`config.mk`:
```
export PLATFORM = sky130hd
export DESIGN_NAME = perf_stat_unit_flat
export DESIGN_NICKNAME = d
export VERILOG_FILES = /design/src/rtl/perf_stat_unit_pkg.sv /design/src/rtl/perf_stat_unit_if.sv /design/src/rtl/perf_stat_unit_counter.sv /design/src/rtl/perf_stat_unit.sv /design/src/flat_wrapper.sv
export SDC_FILE = /design/constraint.sdc
export NUM_CORES = 1
export LEC_CHECK = 0
export BUFFER_PORTS_ARGS = -buffer_cell sky130_fd_sc_hd__buf_2
export CELL_PAD_IN_SITES_DETAIL_PLACEMENT = 0
export CELL_PAD_IN_SITES_GLOBAL_PLACEMENT = 1
export CORE_MARGIN = 10
export CORE_UTILIZATION = 47
export DETAILED_ROUTE_END_ITERATION = 16
export GPL_TIMING_DRIVEN = 0
export PLACE_DENSITY_LB_ADDON = 0.1
export SETUP_SLACK_MARGIN = 0.3
export SYNTH_ARGS = -nofsm -noshare
export SYNTH_HDL_FRONTEND = slang
export SYNTH_SLANG_ARGS = --single-unit
```
`constraint.sdc`:
```
create_clock -name clk -period 3.3 [get_ports clk]
set_input_delay 0.165 -clock clk [delete_from_list [all_inputs] [get_ports clk]]
set_output_delay 0.165 -clock clk [all_outputs]
set_load 0.05 [all_outputs]
```
`src/rtl/perf_stat_unit_pkg.sv`:
```
// Shared types and constants for the performance statistics unit.
// Holds the FSM state encoding, the read-select for the cycle counter and the max-count helper.
package perf_stat_pkg;

  typedef enum logic [1:0] {
    IDLE    = 2'd0,
    RUN     = 2'd1,
    HALTED  = 2'd2,
    TIMEOUT = 2'd3
  } state_t;

  localparam logic [4:0] SEL_CYCLE = 5'd0;
  localparam int         CNT_W_MAX = 48;

  // All-ones value of a w-bit counter, right-aligned in the widest supported counter
  function automatic logic [CNT_W_MAX-1:0] max_count(input int w);
    return {CNT_W_MAX{1'b1}} >> (CNT_W_MAX - w);
  endfunction

endpackage

```
`src/rtl/perf_stat_unit_if.sv`:
```
// Control/status bundle of perf_stat_unit: event strobes, control and the counter read port.
// The master side (cpu glue or bench) drives the _i signals; the unit drives the _o signals.
interface perf_stat_unit_if #(
  parameter int NUM_EVENTS = 6,
  parameter int CNT_W      = 32
);
  logic                  enable_i;
  logic [NUM_EVENTS-1:0] event_i;
  logic                  halt_i;
  logic                  clear_i;
  logic [4:0]            rd_sel_i;
  logic [CNT_W-1:0]      rd_val_o;
  logic [CNT_W-1:0]      cycle_cnt_o;
  logic [NUM_EVENTS:0]   overflow_o;
  logic                  done_o;
  logic                  timeout_o;

  modport master (
    output enable_i, event_i, halt_i, clear_i, rd_sel_i,
    input  rd_val_o, cycle_cnt_o, overflow_o, done_o, timeout_o
  );

  modport slave (
    input  enable_i, event_i, halt_i, clear_i, rd_sel_i,
    output rd_val_o, cycle_cnt_o, overflow_o, done_o, timeout_o
  );
endinterface

```
`src/rtl/perf_stat_unit_counter.sv`:
```
// Single statistics counter with sticky overflow flag.
// On an increment at all-ones it either holds (SATURATE=1) or wraps to zero; both set overflow.
module perf_counter
  import perf_stat_pkg::*;
#(
  parameter int CNT_W    = 32,
  parameter bit SATURATE = 1'b1
) (
  input  logic             clk,
  input  logic             rst,
  input  logic             clr,
  input  logic             inc,
  output logic [CNT_W-1:0] cnt_o,
  output logic             ovf_o
);

  localparam logic [CNT_W-1:0] MAX_CNT = CNT_W'(max_count(CNT_W));

  logic [CNT_W-1:0] cnt_reg;
  logic             ovf_reg;

  always_ff @(posedge clk) begin
    if (rst || clr) begin
      cnt_reg <= '0;
      ovf_reg <= 1'b0;
    end else if (inc) begin
      if (cnt_reg == MAX_CNT) begin
        ovf_reg <= 1'b1;
        cnt_reg <= SATURATE ? MAX_CNT : '0;
      end else begin
        cnt_reg <= cnt_reg + 1'b1;
      end
    end
  end

  assign cnt_o = cnt_reg;
  assign ovf_o = ovf_reg;

endmodule

```
`src/rtl/perf_stat_unit.sv`:
```
// Cycle and event statistics with halt freeze, watchdog and registered read port.
// Counter index 0 is the cycle counter; index k (1..NUM_EVENTS) is event channel k-1.
module perf_stat_unit
  import perf_stat_pkg::*;
#(
  parameter int     NUM_EVENTS  = 6,
  parameter int     CNT_W       = 32,
  parameter bit     SATURATE    = 1'b1,
  parameter longint CYCLE_LIMIT = 100000
) (
  input logic               clk,
  input logic               rst,
  perf_stat_unit_if.slave   bus
);

  state_t state_reg, state_next;

  logic [CNT_W-1:0]    cnt [NUM_EVENTS+1];
  logic [NUM_EVENTS:0] ovf;
  logic [NUM_EVENTS:0] inc;
  logic                count_en;
  logic                wd_hit;
  logic [CNT_W-1:0]    rd_val_reg, rd_val_next;

  assign count_en = (state_reg == RUN) && bus.enable_i;

  // Compare the post-increment cycle count in 64 bits so narrow counters never alias the limit
  assign wd_hit = (CYCLE_LIMIT != 0) && count_en &&
                  ((64'(cnt[0]) + 64'd1) > 64'(CYCLE_LIMIT));

  always_ff @(posedge clk) begin
    if (rst) begin
      state_reg <= IDLE;
    end else begin
      state_reg <= state_next;
    end
  end

  always_comb begin
    state_next = state_reg;
    if (bus.clear_i) begin
      state_next = IDLE;
    end else begin
      case (state_reg)
        IDLE:    if (bus.enable_i) state_next = RUN;
        RUN: begin
          if (bus.halt_i)  state_next = HALTED;
          else if (wd_hit) state_next = TIMEOUT;
        end
        default: state_next = state_reg;
      endcase
    end
  end

  for (genvar gi = 0; gi <= NUM_EVENTS; gi++) begin : g_cnt
    if (gi == 0) begin : g_cycle
      assign inc[gi] = count_en;
    end else begin : g_event
      assign inc[gi] = count_en & bus.event_i[gi-1];
    end

    perf_counter #(
      .CNT_W    (CNT_W),
      .SATURATE (SATURATE)
    ) u_cnt (
      .clk   (clk),
      .rst   (rst),
      .clr   (bus.clear_i),
      .inc   (inc[gi]),
      .cnt_o (cnt[gi]),
      .ovf_o (ovf[gi])
    );
  end

  always_comb begin
    rd_val_next = '0;
    if (bus.rd_sel_i == SEL_CYCLE) begin
      rd_val_next = cnt[0];
    end
    for (int i = 1; i <= NUM_EVENTS; i++) begin
      if (bus.rd_sel_i == 5'(i)) rd_val_next = cnt[i];
    end
  end

  always_ff @(posedge clk) begin
    if (rst) begin
      rd_val_reg <= '0;
    end else begin
      rd_val_reg <= rd_val_next;
    end
  end

  assign bus.rd_val_o    = rd_val_reg;
  assign bus.cycle_cnt_o = cnt[0];
  assign bus.overflow_o  = ovf;
  assign bus.done_o      = (state_reg == HALTED);
  assign bus.timeout_o   = (state_reg == TIMEOUT);

endmodule

```
`src/flat_wrapper.sv`:
```
// flat-port wrapper written by rule: the top's interface ports become plain ports
module perf_stat_unit_flat import perf_stat_pkg::*;
#(
  parameter int     NUM_EVENTS  = 6,
  parameter int     CNT_W       = 32,
  parameter bit     SATURATE    = 1'b1,
  parameter longint CYCLE_LIMIT = 100000
)
  (clk, rst, bus_enable_i, bus_event_i, bus_halt_i, bus_clear_i, bus_rd_sel_i, bus_rd_val_o, bus_cycle_cnt_o, bus_overflow_o, bus_done_o, bus_timeout_o);
  perf_stat_unit_if #(.NUM_EVENTS(NUM_EVENTS), .CNT_W(CNT_W)) bus_i ();
  input logic clk;
  input logic rst;
  input wire logic [$bits(bus_i.enable_i)-1:0] bus_enable_i;
  input wire logic [$bits(bus_i.event_i)-1:0] bus_event_i;
  input wire logic [$bits(bus_i.halt_i)-1:0] bus_halt_i;
  input wire logic [$bits(bus_i.clear_i)-1:0] bus_clear_i;
  input wire logic [$bits(bus_i.rd_sel_i)-1:0] bus_rd_sel_i;
  output wire logic [$bits(bus_i.rd_val_o)-1:0] bus_rd_val_o;
  output wire logic [$bits(bus_i.cycle_cnt_o)-1:0] bus_cycle_cnt_o;
  output wire logic [$bits(bus_i.overflow_o)-1:0] bus_overflow_o;
  output wire logic [$bits(bus_i.done_o)-1:0] bus_done_o;
  output wire logic [$bits(bus_i.timeout_o)-1:0] bus_timeout_o;
  assign bus_i.enable_i = bus_enable_i;
  assign bus_i.event_i = bus_event_i;
  assign bus_i.halt_i = bus_halt_i;
  assign bus_i.clear_i = bus_clear_i;
  assign bus_i.rd_sel_i = bus_rd_sel_i;
  assign bus_rd_val_o = bus_i.rd_val_o;
  assign bus_cycle_cnt_o = bus_i.cycle_cnt_o;
  assign bus_overflow_o = bus_i.overflow_o;
  assign bus_done_o = bus_i.done_o;
  assign bus_timeout_o = bus_i.timeout_o;
  perf_stat_unit #(.NUM_EVENTS(NUM_EVENTS), .CNT_W(CNT_W), .SATURATE(SATURATE), .CYCLE_LIMIT(CYCLE_LIMIT)) u_core (.clk(clk), .rst(rst), .bus(bus_i));
endmodule
```
==> impl_metrics.ini, run 1 <==
[clocking]
clkLatencyLatePin_ns = 0.57
path_clk_slew_ns = 0.06
root_buffer = clkbuf_16
cts.sinks = 265
clk_path_buf_depth = 3
cts_tree = built
cts_buffers = 31
cts.htree.levels = 1

[drt]
vias = 12600
wl_per_cell_um = 21.7
drt_iter0_drc = 1290
route.met2.wl_um = 20200
drc_errors = 0
dr.pass1.iters = 8
met3_length_um = 3350
antenna_left = 0
routed_via_density = 5.98
highest_layer = met4
wl_um = 45600
wl_met1_um = 20100

[setup_path]
cp-startpoint = u_core.g_cnt[0].u_cnt.cnt_o[11]
crit-reg2reg-capture = u_core.state_reg[1]
end_kind = flop
reg2reg_depth = 8
startpoint_type = flop
regToRegSetupSlack_ns = 0.29
cp.arrival_ns = 3.42
critPathKind = reg -> reg
r2r_start = u_core.g_cnt[0].u_cnt.cnt_o[11]
path_max_fanout = 10
setup.worst_path.end = u_core.state_reg[1]
crit_required_ns = 3.72

[min_path]
hold_path.class = in -> reg
min_path_cells = 4

[logic_synthesis]
synthSimpleGateAreaFrac = 0.217
synth_fp_nets = 1596
synth_top_area_cell = dfxtp_1
yosysSeqAreaShare = 0.391
synth_area_um2 = 13600
syn_inst = 1572
synth_top_family_by_area = simple AND/OR/NAND/NOR gates
ys_warn_count = 0
synth_compound_area_frac = 0.206
synthMuxAreaShare = 0.00885
synth_area_per_cell_um2 = 8.63
synthArstFlopShare = 0
synth_edf_count = 0
synth.distinct_cells = 73
synthTopCellsByArea = dfxtp_1 39%, a21oi_1 7.4%, xor2_1 5.8%, xnor2_1 4.5%, a22oi_1 3.4%
ys_ff_latch = 265
ys_dominant_reg_cell = dfxtp_1
synthXorXnorAreaFrac = 0.103
synth_top_area_share = 0.391
synth_adder_area_share = 0.00738

[cells_and_area]
areaGrowthSynthToFinish_pct = 15.5
largest_reg_flops = 224
instances_no_fill = 2104
fin_util = 0.547
nNetsFinal = 1722
drive_gt1_frac = 0.152

[timing]
slew_violations = 0
fin_ws_ns = 0.292
period_needed_ns = 3.01
whs_ns = 0.0664
max_freq_mhz = 332
fin_crit_sh = 0.911
hold_viol = 0
setup_viol_count_final = 0
final.setup_skew_ns = 0.0123
rsz0062_at_grt = yes
maxSlewHeadroom = 0.290
max_slew.worst_pin.slew_ns = 1.06

[global_routing]
antenna_found_initial = 1
grt_util_all_layers = 0.245
grt_pass1_wl_um = 69600
grt_max_degree = 15
grt_overflow_total = 0
grt_pass1_vias = 11500

[power]
internal-power_uw = 5370
p_leak_uw = 0.00547
power.density_nw_per_um2 = 440
p_clk_frac = 0.510
comb_power_share = 0.025
ir_drop_v = 0.000361
sw_frac_of_total = 0.220
power_uw = 6890
switching_power_uw = 1520
p_seq_frac = 0.465

[flow_run]
cap_violations = 0

[placement]
numPortBuffers = 86
gp_congestion = 0.897
hpwl_um = 34300
dp_cells = 2042
place_ws_ns = -0.211

[die]
die_h_um = 190
io-pin-count = 89
die_w_um = 190
dieArea_um2 = 36100
num_rows = 62
coreArea_um2 = 28600
initial_utilization = 0.474

[outcome]
status = finished, final reports clean
[how the worst min path moves through the flow]
| stage | endpoint | startpoint | slack [ns] |
|---|---|---|---|
| after floorplan | u_core.state_reg[1] | bus_halt_i | 0.37 |
| after global placement | u_core.g_cnt[6].u_cnt.ovf_o | u_core.g_cnt[6].u_cnt.ovf_o | 0.44 |
| after detailed placement | u_core.g_cnt[5].u_cnt.ovf_o | u_core.g_cnt[5].u_cnt.ovf_o | 0.44 |
| after CTS | u_core.g_cnt[6].u_cnt.cnt_o[2] | bus_event_i[5] | 0.05 |
| after global routing | u_core.g_cnt[6].u_cnt.cnt_o[2] | bus_event_i[5] | 0.09 |
| final | u_core.g_cnt[6].u_cnt.cnt_o[2] | bus_event_i[5] | 0.07 |
[metrics by stage]
step,instance area [µm²],TNS [ns]
2_1_floorplan,13600,0
3_3_place_gp,14500,-0.230
3_5_place_dp,14500,-0.211
4_1_cts,15600,0
5_1_grt,15700,0
6_report,15700,0
[worst max-delay path: stages (launching register included)]
cell      delay (ns)
dfxtp_1         0.34
buf_2           0.25
nand4_1         0.25
nor4_2          0.45
nand3_1         0.23
mux2i_1         0.16
or4_1           0.55
o41ai_4         0.48
a311oi_1        0.15
[layout by cell type, fill, tap and decap left out, drive strengths merged, types with 15 or more instances in the layout]
cell | netlist | routed
a21oi | 201 | 201
a222oi | 32 | 32
a22oi | 62 | 62
a311oi | 17 | 17
a31oi | 51 | 51
and3 | 44 | 44
and4 | 31 | 31
buf | 74 | 163
clkbuf | 72 | 117
dfxtp | 265 | 265
inv | 23 | 23
nand2 | 99 | 99
nand3 | 88 | 88
nand4 | 48 | 48
nor2 | 107 | 107
nor3 | 37 | 37
nor4 | 15 | 15
o21ai | 23 | 23
xnor2 | 70 | 70
xor2 | 90 | 90
[power groups by stage]
stage | clock (µW) | combinational, µW | sequential [µW]
floorplan | 0 | 86.5 | 3270
global placement | 0 | 163 | 3270
detailed placement | 0 | 162 | 3270
CTS | 3580 | 167 | 3200
global route | 3720 | 178 | 3200
finish | 3510 | 170 | 3200
[timing repair]
item / in CTS / in global routing
gates resized for setup: 6 / 12
hold endpoints to repair: 3 / 0
hold buffers: 4 / 0
pin swaps: 1 / 1
endpoints found under the setup margin: 28 / 56
setup buffers: 1 / 2
[per-layer routing]
layer,global-route usage,vias to the layer above
li1,-,6041
met1,0.335,6008
met2,0.374,438
met3,0.0390,87
met4,0.105,0
met5,0,-
[synth_stat cells (5+ instances only)]
master,instances
a211oi_1,13
nor2_1,106
or3_1,9
and4_1,28
and3_1,43
ha_1,8
a222oi_1,32
inv_1,23
or2_2,6
xor2_1,90
a31oi_1,51
a22oi_1,62
o21ai_0,23
nor3_1,32
a311oi_1,16
and2_1,13
nand4_1,45
buf_2,19
nor4_1,8
nor2b_1,5
xnor2_1,70
mux2i_1,12
nand2_1,96
clkbuf_1,72
a21oi_1,201
dfxtp_1,265
nand3_1,84
and4b_1,5
o211a_1,6
buf_6,9
buf_4,42
[logic make-up (layout without fill, tap and decap cells)]
| family | Yosys count | count (layout) |
|---|---|---|
| AND/OR/NAND/NOR | 524 | 524 |
| other | 0 | 1 |
| buffers and inverters | 169 | 316 |
| adder cells (fa/ha/maj) | 8 | 8 |
| AO/OA/AOI/OAI | 434 | 434 |
| multiplexers | 12 | 12 |
| flip-flops | 265 | 265 |
| XOR/XNOR | 160 | 160 |
[cell type report]
class                   count  area, µm²
diodes                      1       2.50
plain buffers             146        823
clock buffers              45        918
clock inverters             9        125
fillers                  2694      13000
inverters                  23       86.3
multi-input cells        1138       7430
flip-flops and latches    265       5310
well taps                 384        480
repair buffers             93        493
No activity file was read; power rests on OpenSTA's default activity.
==> run 2: changes to the inputs <==
--- a/config.mk
+++ b/config.mk
@@ -9,7 +9,7 @@
 export CELL_PAD_IN_SITES_DETAIL_PLACEMENT = 0
 export CELL_PAD_IN_SITES_GLOBAL_PLACEMENT = 1
 export CORE_MARGIN = 10
-export CORE_UTILIZATION = 47
+export CORE_UTILIZATION = 50
 export DETAILED_ROUTE_END_ITERATION = 16
 export GPL_TIMING_DRIVEN = 0
 export PLACE_DENSITY_LB_ADDON = 0.1
==> constraint.sdc (replaced) <==
create_clock -name clk -period 3.9 [get_ports clk]
set_input_delay 0.195 -clock clk [delete_from_list [all_inputs] [get_ports clk]]
set_output_delay 0.195 -clock clk [all_outputs]
set_load 0.05 [all_outputs]
==> impl_metrics.ini, run 2 (synthesis results as in run 1) <==
[clocking]
cts_tree = built
cts.sinks = 265
clkLatencyLatePin_ns = 0.56
cts_buffers = 29
cts.htree.levels = 1
root_buffer = clkbuf_16
clk_path_buf_depth = 3
path_clk_slew_ns = 0.06

[placement]
gp_congestion = 0.931
place_area_um2 = 14400
numPortBuffers = 86
hpwl_um = 33700
dp_cells = 1999

[die]
coreArea_um2 = 26800
initial_utilization = 0.506
die_w_um = 185
die_h_um = 185
dieArea_um2 = 34100
io-pin-count = 89
num_rows = 60

[cells_and_area]
drive_gt1_frac = 0.147
instances_no_fill = 2057
nFillCells = 2502
areaGrowthSynthToFinish_pct = 14.2
layout_commonest_cell = dfxtp_1
design_area_um2 = 15500
diodes = 0
nNetsFinal = 1720
seqCellArea_um2 = 5310
largest_reg_flops = 224
multi_input_area_um2 = 7370
mostFrequentLayoutCells = 264 x dfxtp_1, 201 x a21oi_1, 106 x nor2_1

[power]
ir_drop_v = 0.000367
power_uw = 5790
p_leak_uw = 0.00539
power.density_nw_per_um2 = 373

[outcome]
status = finished, final reports clean

[drt]
vias = 12600
drc_errors = 0
dr.pass1.iters = 9
wl_met1_um = 18700
wl_per_cell_um = 21.7
routed_via_density = 6.12
highest_layer = met4
met3_length_um = 3250
route.met2.wl_um = 21100
drt_iter0_drc = 1326
antenna_left = 0
wl_um = 44700

[timing]
period_needed_ns = 3.39
final.setup_skew_ns = 0.0115
setup_viol_count_final = 0
fin_crit_sh = 0.870
rsz0062_at_grt = no
max_freq_mhz = 295
maxSlewHeadroom = 0.358
max_slew.worst_pin.slew_ns = 0.963
finalSetupTns_ns = 0
slew_violations = 0
hold_viol = 0

[min_path]
hold_path.class = in -> reg
min_path_cells = 4
hold_start = bus_event_i[5]

[setup_path]
reg2reg_depth = 9
critical_path.cell_chain = clkbuf_1, nand2_1, nor4_4, buf_4, nand3_1, mux2i_1, or4_1, o41ai_4, a311oi_1
r2r_start = u_core.g_cnt[0].u_cnt.cnt_o[0]
cp.arrival_ns = 3.79
end_kind = flop
regToRegSetupSlack_ns = 0.51
critPathKind = reg -> reg
slowest_stage = or4_1
cp_slowest_stage_delay_ns = 0.53
cp-startpoint = u_core.g_cnt[0].u_cnt.cnt_o[0]
path_max_fanout = 8
startpoint_type = flop
crit_required_ns = 4.30

[global_routing]
grt_overflow_total = 0
grt_pass1_wl_um = 68400
grt_max_degree = 14
grt_pass1_vias = 11800
antenna_found_initial = 1
grt_util_all_layers = 0.255

[flow_run]
cap_violations = 0
-- run 2: path summary, 6_finish.rpt --
path	to
max	u_core.state_reg[1]
min	u_core.g_cnt[6].u_cnt.cnt_o[2]
max reg2reg	u_core.state_reg[1]
min reg2reg	u_core.g_cnt[2].u_cnt.ovf_o
-- run 2: layout make-up --
type,instances,area share
tap,341,0.0275
multi-input combinational,1138,0.476
sequential,265,0.342
timing repair buffer,93,0.0316
clock buffer,37,0.0520
inverter,23,0.00557
buffer,146,0.0529
clock inverter,14,0.0126
-- run 2: stage by stage --
stage	utilization	hold WS, ns	setup WS, ns
3_5_place_dp	0.538	0.444	0.380
6_report	0.578	0.102	0.508
4_1_cts	0.577	0.0892	0.320
3_3_place_gp	0.538	0.437	0.322
2_1_floorplan	-	0.402	1.40
5_1_grt	0.578	0.115	0.379
-- run 2: per-layer routing --
| layer | track usage | up-vias |
|---|---|---|
| li1 | - | 6044 |
| met1 | 0.320 | 6006 |
| met2 | 0.424 | 442 |
| met3 | 0.0453 | 87 |
| met4 | 0.103 | 0 |
| met5 | 0 | - |
-- run 2: repair_timing --
item	in CTS	in global routing
resized for setup	0	2
setup buffers	0	4
endpoints found under the hold margin	3	0
endpoints found under the setup margin	0	1
hold buffers	3	0
-- run 2: critical path: cells and delay by family (launching register included) --
family | cells | cell delay (ns)
AND/OR/NAND/NOR | 4 | 1.34
buffers and inverters | 2 | 0.58
flip-flops | 1 | 0.41
AO/OA/AOI/OAI | 2 | 0.69
multiplexers | 1 | 0.20
-- run 2: power by group --
part           internal (µW)  switching [µW]
Combinational           28.7             114
Clock                   1780            1160
Sequential              2710            2.67
Total                   4510            1270
